`src/rtl/path_delay_meter_pkg.sv`:
```
// Shared types and default constants for the path delay meter.
// Imported by path_delay_meter and path_sync2.
package path_meter_pkg;

  typedef enum logic [2:0] {
    IDLE,
    SETTLE,
    LAUNCH,
    WAIT,
    DONE
  } state_e;

  localparam int DEF_CNT_W      = 16;
  localparam int DEF_RUNS_LOG2  = 3;
  localparam int DEF_TIMEOUT    = 1023;
  localparam int DEF_SETTLE_CYC = 8;

endpackage

```
`src/rtl/path_delay_meter_sync2.sv`:
```
// Two-flop synchronizer bringing the asynchronous path output into the clk domain.
// Both stages are kept and flagged ASYNC_REG so tools place them adjacently.
module path_sync2
  import path_meter_pkg::*;
(
  input  logic clk,
  input  logic rst_n,
  input  logic d,
  output logic q
);

  (* ASYNC_REG = "TRUE", keep = "true" *) logic meta_q;
  (* ASYNC_REG = "TRUE", keep = "true" *) logic sync_q;
  logic meta_d;
  logic sync_d;

  always_comb begin
    meta_d = d;
    sync_d = meta_q;
  end

  always_ff @(posedge clk or negedge rst_n) begin
    if (!rst_n) begin
      meta_q <= 1'b0;
      sync_q <= 1'b0;
    end else begin
      meta_q <= meta_d;
      sync_q <= sync_d;
    end
  end

  assign q = sync_q;

endmodule

```
`src/rtl/path_delay_meter.sv`:
```
// Launch/capture controller: toggles pathInput, times the matching edge on pathResult
// over 2^RUNS_LOG2 runs. Optional min/max tracking under macro PATH_DELAY_MINMAX_EN.
module path_delay_meter
  import path_meter_pkg::*;
#(
  parameter int CNT_W      = DEF_CNT_W,
  parameter int RUNS_LOG2  = DEF_RUNS_LOG2,
  parameter int TIMEOUT    = DEF_TIMEOUT,
  parameter int SETTLE_CYC = DEF_SETTLE_CYC,
  parameter bit PATH_INV   = 1'b0
) (
  input  logic                       clk,
  input  logic                       rst_n,
  input  logic                       start,
  output logic                       pathInput,
  input  logic                       pathResult,
  output logic                       busy,
  output logic                       done,
  output logic                       timeout,
  output logic [CNT_W-1:0]           delayCycles,
  output logic [CNT_W+RUNS_LOG2-1:0] delaySum,
  output logic [CNT_W-1:0]           delayAvg
`ifdef PATH_DELAY_MINMAX_EN
  ,
  output logic [CNT_W-1:0]           minCycles,
  output logic [CNT_W-1:0]           maxCycles
`endif
);

  localparam int SUM_W = CNT_W + RUNS_LOG2;
  localparam int RUN_W = RUNS_LOG2 + 1;

  // The counter aborts on the edge where it would reach TIMEOUT.
  localparam logic [CNT_W-1:0] CNT_LAST    = CNT_W'(TIMEOUT - 1);
  localparam logic [CNT_W-1:0] SETTLE_LAST = CNT_W'(SETTLE_CYC - 1);
  localparam logic [CNT_W-1:0] CNT_ONE     = CNT_W'(1);
  localparam logic [RUN_W-1:0] RUN_LAST    = RUN_W'((1 << RUNS_LOG2) - 1);
  localparam logic [RUN_W-1:0] RUN_ONE     = RUN_W'(1);

  state_e             state_q, state_d;
  logic               path_in_q, path_in_d;
  logic [CNT_W-1:0]   cnt_q, cnt_d;
  logic [RUN_W-1:0]   run_q, run_d;
  logic               timeout_q, timeout_d;
  logic [CNT_W-1:0]   cycles_q, cycles_d;
  logic [SUM_W-1:0]   sum_q, sum_d;
  logic [CNT_W-1:0]   avg_q, avg_d;
`ifdef PATH_DELAY_MINMAX_EN
  logic [CNT_W-1:0]   min_q, min_d;
  logic [CNT_W-1:0]   max_q, max_d;
`endif

  logic sync_res;
  logic exp_lvl;
  logic match;

  path_sync2 u_sync (
    .clk   (clk),
    .rst_n (rst_n),
    .d     (pathResult),
    .q     (sync_res)
  );

  assign exp_lvl = path_in_q ^ PATH_INV;
  assign match   = (sync_res == exp_lvl);

  always_comb begin
    state_d   = state_q;
    path_in_d = path_in_q;
    cnt_d     = cnt_q;
    run_d     = run_q;
    timeout_d = timeout_q;
    cycles_d  = cycles_q;
    sum_d     = sum_q;
    avg_d     = avg_q;
`ifdef PATH_DELAY_MINMAX_EN
    min_d     = min_q;
    max_d     = max_q;
`endif

    case (state_q)
      IDLE: begin
        if (start) begin
          timeout_d = 1'b0;
          sum_d     = '0;
          run_d     = '0;
          cnt_d     = '0;
`ifdef PATH_DELAY_MINMAX_EN
          min_d     = '1;
          max_d     = '0;
`endif
          state_d   = SETTLE;
        end
      end

      SETTLE: begin
        if ((cnt_q >= SETTLE_LAST) && match) begin
          state_d = LAUNCH;
        end else if (cnt_q == CNT_LAST) begin
          cnt_d     = cnt_q + CNT_ONE;
          timeout_d = 1'b1;
          state_d   = DONE;
        end else begin
          cnt_d = cnt_q + CNT_ONE;
        end
      end

      LAUNCH: begin
        path_in_d = ~path_in_q;
        cnt_d     = '0;
        state_d   = WAIT;
      end

      WAIT: begin
        if (match) begin
          cycles_d = cnt_q;
          sum_d    = sum_q + SUM_W'(cnt_q);
          run_d    = run_q + RUN_ONE;
          cnt_d    = '0;
`ifdef PATH_DELAY_MINMAX_EN
          if (cnt_q < min_q) min_d = cnt_q;
          if (cnt_q > max_q) max_d = cnt_q;
`endif
          state_d  = (run_q == RUN_LAST) ? DONE : SETTLE;
        end else if (cnt_q == CNT_LAST) begin
          cnt_d     = cnt_q + CNT_ONE;
          timeout_d = 1'b1;
          state_d   = DONE;
        end else begin
          cnt_d = cnt_q + CNT_ONE;
        end
      end

      DONE: begin
        state_d = IDLE;
      end

      default: begin
        state_d = IDLE;
      end
    endcase

    // Average is refreshed on entry to DONE so it is valid alongside the done pulse.
    if ((state_q != DONE) && (state_d == DONE)) begin
      avg_d = CNT_W'(sum_d >> RUNS_LOG2);
    end
  end

  always_ff @(posedge clk or negedge rst_n) begin
    if (!rst_n) begin
      state_q   <= IDLE;
      path_in_q <= 1'b0;
      cnt_q     <= '0;
      run_q     <= '0;
      timeout_q <= 1'b0;
      cycles_q  <= '0;
      sum_q     <= '0;
      avg_q     <= '0;
`ifdef PATH_DELAY_MINMAX_EN
      min_q     <= '0;
      max_q     <= '0;
`endif
    end else begin
      state_q   <= state_d;
      path_in_q <= path_in_d;
      cnt_q     <= cnt_d;
      run_q     <= run_d;
      timeout_q <= timeout_d;
      cycles_q  <= cycles_d;
      sum_q     <= sum_d;
      avg_q     <= avg_d;
`ifdef PATH_DELAY_MINMAX_EN
      min_q     <= min_d;
      max_q     <= max_d;
`endif
    end
  end

  assign pathInput   = path_in_q;
  assign busy        = (state_q == SETTLE) || (state_q == LAUNCH) || (state_q == WAIT);
  assign done        = (state_q == DONE);
  assign timeout     = timeout_q;
  assign delayCycles = cycles_q;
  assign delaySum    = sum_q;
  assign delayAvg    = avg_q;
`ifdef PATH_DELAY_MINMAX_EN
  assign minCycles   = min_q;
  assign maxCycles   = max_q;
`endif

endmodule

```
`config.mk`:
```
export PLATFORM = sky130hd
export DESIGN_NAME = path_delay_meter
export DESIGN_NICKNAME = d
export VERILOG_FILES = /design/src/rtl/path_delay_meter_pkg.sv /design/src/rtl/path_delay_meter_sync2.sv /design/src/rtl/path_delay_meter.sv
export SDC_FILE = /design/constraint.sdc
export NUM_CORES = 1
export LEC_CHECK = 0
export BUFFER_PORTS_ARGS = -buffer_cell sky130_fd_sc_hd__buf_4
export CORE_MARGIN = 5
export CORE_UTILIZATION = 25
export DETAILED_ROUTE_END_ITERATION = 16
export HOLD_SLACK_MARGIN = 0.05
export PLACE_DENSITY = 0.46
export RECOVER_POWER = 50
export REMOVE_ABC_BUFFERS = 1
export SYNTH_ARGS = -nofsm -noshare
export SYNTH_HDL_FRONTEND = slang
export SYNTH_HIERARCHICAL = 1
export SYNTH_SLANG_ARGS = --single-unit
```
`constraint.sdc`:
```
create_clock -name clk -period 2.5 [get_ports clk]
set_input_delay 0.25 -clock clk [delete_from_list [all_inputs] [get_ports clk]]
set_output_delay 0.25 -clock clk [all_outputs]
set_load 0.02 [all_outputs]
```
==> impl_metrics.yaml <==
timing:
  fmax_mhz: 384
  worst_pin_slew_ns: 1.18
  setup_ws_ns: -0.104
  fin_crit_sh_pct: 104
  slew-limit-headroom_pct: 21.4
  setup-violations-final: 15
  min_period_ns: 2.60
  rsz0062_at_grt: "yes"
  slew_viol_final: 0
  finalHoldViolCount: 0
  clock_skew_ns: 0.00817
placed_design:
  post_dp_cell_area_sq_um: 5350
  place_congestion: 0.841
  placement.io_buffers: 58
  hpwl_microns: 9400
  dp_slack_ns: -0.246
  dp.cells: 781
clock_network:
  numCtsBuffers: 9
  path_clk_slew_ns: 0.06
  cts_max_level: 3
  cts_tree: "built"
  cts.path.max_buffers: 2
  clk_latency_ns: 0.35
  cts.sinks: 78
  clock-root-buffer: "clkbuf_16"
power:
  switching_power_mw: 1.18
  p_leak_nw: 2.73
  internal_power_mw: 2.60
  combPwrFrac_pct: 23.8
  ir_drop_mv: 0.331
  power-per-cell-area_nw_per_um2: 658
  p_seq_share_pct: 36.7
  p_clk_share_pct: 39.4
  totalPowerFinal_mw: 3.78
  switching_share_pct: 31.1
routing:
  route.detailed.drc: 0
  wire_per_inst_microns: 16.0
  routed-via-count: 3781
  ant_nets: 0
  drt_wl_total_microns: 12900
  drt-pass1-iter-count: 4
  drtIter0Drc: 207
  vias_per_cell: 4.67
finish:
  fin_cells: 809
  area_delta_synth_final_pct: 35.6
  final_cell_area_sq_um: 5750
  post-route-util_pct: 34.7
  finalNetCount: 608
  drive_above_1_share_pct: 25.1
  diodes: 0
  nFillCells: 1749
critical_path:
  crit_chain: "ha_2, fa_2, a21o_1, a221o_1, a32oi_1, buf_4, o221ai_2, xnor2_1, o21ai_1, mux2_4"
  required_ns: 2.74
  cp_top_family: "compound AO/OA/AOI/OAI gates"
  slowest_stage: "dfrtp_1"
  cp.arrival_ns: 2.84
  cp_max_fo: 3
  critPathMaxStageDelay_ns: 0.39
  critPathBufInv: 1
  worstSetupEndpointType: "flip-flop"
  start_kind: "flip-flop"
  crit_type: "flip-flop to flip-flop"
floorplan:
  initial_core_util_pct: 25.6
  dieArea_sq_um: 19700
  die_y_microns: 140
  num_rows: 47
  die_x_microns: 140
  num_io_pins: 59
  coreArea_sq_um: 16600
logic_synthesis:
  avgSynthCellArea_sq_um: 9.18
  ys_warn_count: 6
  syn_area_sq_um: 4240
  synth_cells: 462
run_status:
  status: "finished with violations"
  violations: "setup timing"
grt:
  antenna_found_initial: 0
  grt_max_degree: 48
  grt_overflow: 0
  track_usage_pct: 13.5
  grt_pass1_vias: 3965
  grt_pass1_wl_microns: 21100
run:
  drv_cap: 0
min_path:
  hold_path_class: "input port to flip-flop"
power by group through the flow:
stage               clock, mW  combinational (mW)  sequential (mW)
finish                   1.49               0.900             1.39
global route             1.59               0.995             1.40
CTS                      1.54               0.833             1.39
detailed placement          0               0.803             1.41
global placement            0               0.797             1.41
floorplan                   0               0.386             1.45
metrics by stage:
step           TNS (ns)  hold WS [ns]
3_3_place_gp     -0.945         0.313
6_report         -0.507         0.245
5_1_grt           -1.64         0.242
3_5_place_dp      -1.21         0.321
2_1_floorplan    -0.369       -0.0456
4_1_cts          -0.597         0.229
registers in the layout, indices dropped and copies added, names as in the netlist:
signal,count
delaySum,19
delayAvg,16
u_sync/q,1
pathInput,1
run_q,4
delayCycles,16
timeout,1
cnt_q,16
u_sync/meta_q,1
state_q,3
final cells by class:
type	count	area (sq um)	share of cell area (%)
Clock inverter	5	81.3	1.41
Timing Repair Buffer	135	902	15.7
Tap cell	220	275	4.79
Inverter	5	18.8	0.327
Sequential cell	78	1950	34.0
Clock buffer	11	253	4.40
Multi-Input combinational cell	355	2260	39.4
per-layer routing:
| layer | part of all wire, % | global-route usage, % |
|---|---|---|
| met4 | 1.8 | 5.66 |
| met3 | 2.8 | 2.22 |
| met1 | 48 | 18.2 |
| met2 | 47 | 21.5 |
| met5 | 0 | 0 |
final timing paths:
kind | start | to | slack [ns] | depth (start not counted)
setup / recovery | cnt_q[0] | delayAvg[11] | -0.10 | 10
hold / removal | start | state_q[0] | 0.24 | 3
setup reg to reg | cnt_q[0] | delayAvg[11] | -0.10 | 10
hold reg to reg | u_sync/meta_q | u_sync/q | 0.37 | 0
max in group asynchronous | rst_n | cnt_q[10] | 0.62 | 3
min in group asynchronous | rst_n | delaySum[14] | 0.68 | 2
layout by cell type, fill, tap and decap left out, types with 3 or more instances in the layout:
cell type and instances:
clkbuf_1 41, o211ai_1 3, nor3_1 7, o31ai_1 3, and3_1 9, nand4_1 12, buf_4 83, mux2_4 12
buf_6 4, ha_1 18, nand3_1 12, a21o_1 5, inv_1 5, o21ai_0 40, o21ai_1 12, a21oi_1 22
nand2_1 95, dfrtp_1 77, xnor2_1 10, xor2_1 7, a31oi_1 6, o21a_1 3, mux2_2 4, clkbuf_16 9
nor2_1 32
worst register-to-register path, cell delays in order, from the launching register on:
cell and delay, ns:
dfrtp_1 0.39, ha_2 0.21, fa_2 0.35, a21o_1 0.21, a221o_1 0.34, a32oi_1 0.21
buf_4 0.16, o221ai_2 0.10, xnor2_1 0.15, o21ai_1 0.10, mux2_4 0.27
repair_timing:
action                     4_1_cts  5_1_grt
hold buffers                     2        0
pin swaps                        1       10
setup endpoints to repair       17       33
resized for setup               16       31
cloned                           1        1
hold endpoints to repair        47        0
buffers inserted                 6        3
(Power assumes the default switching activity.)
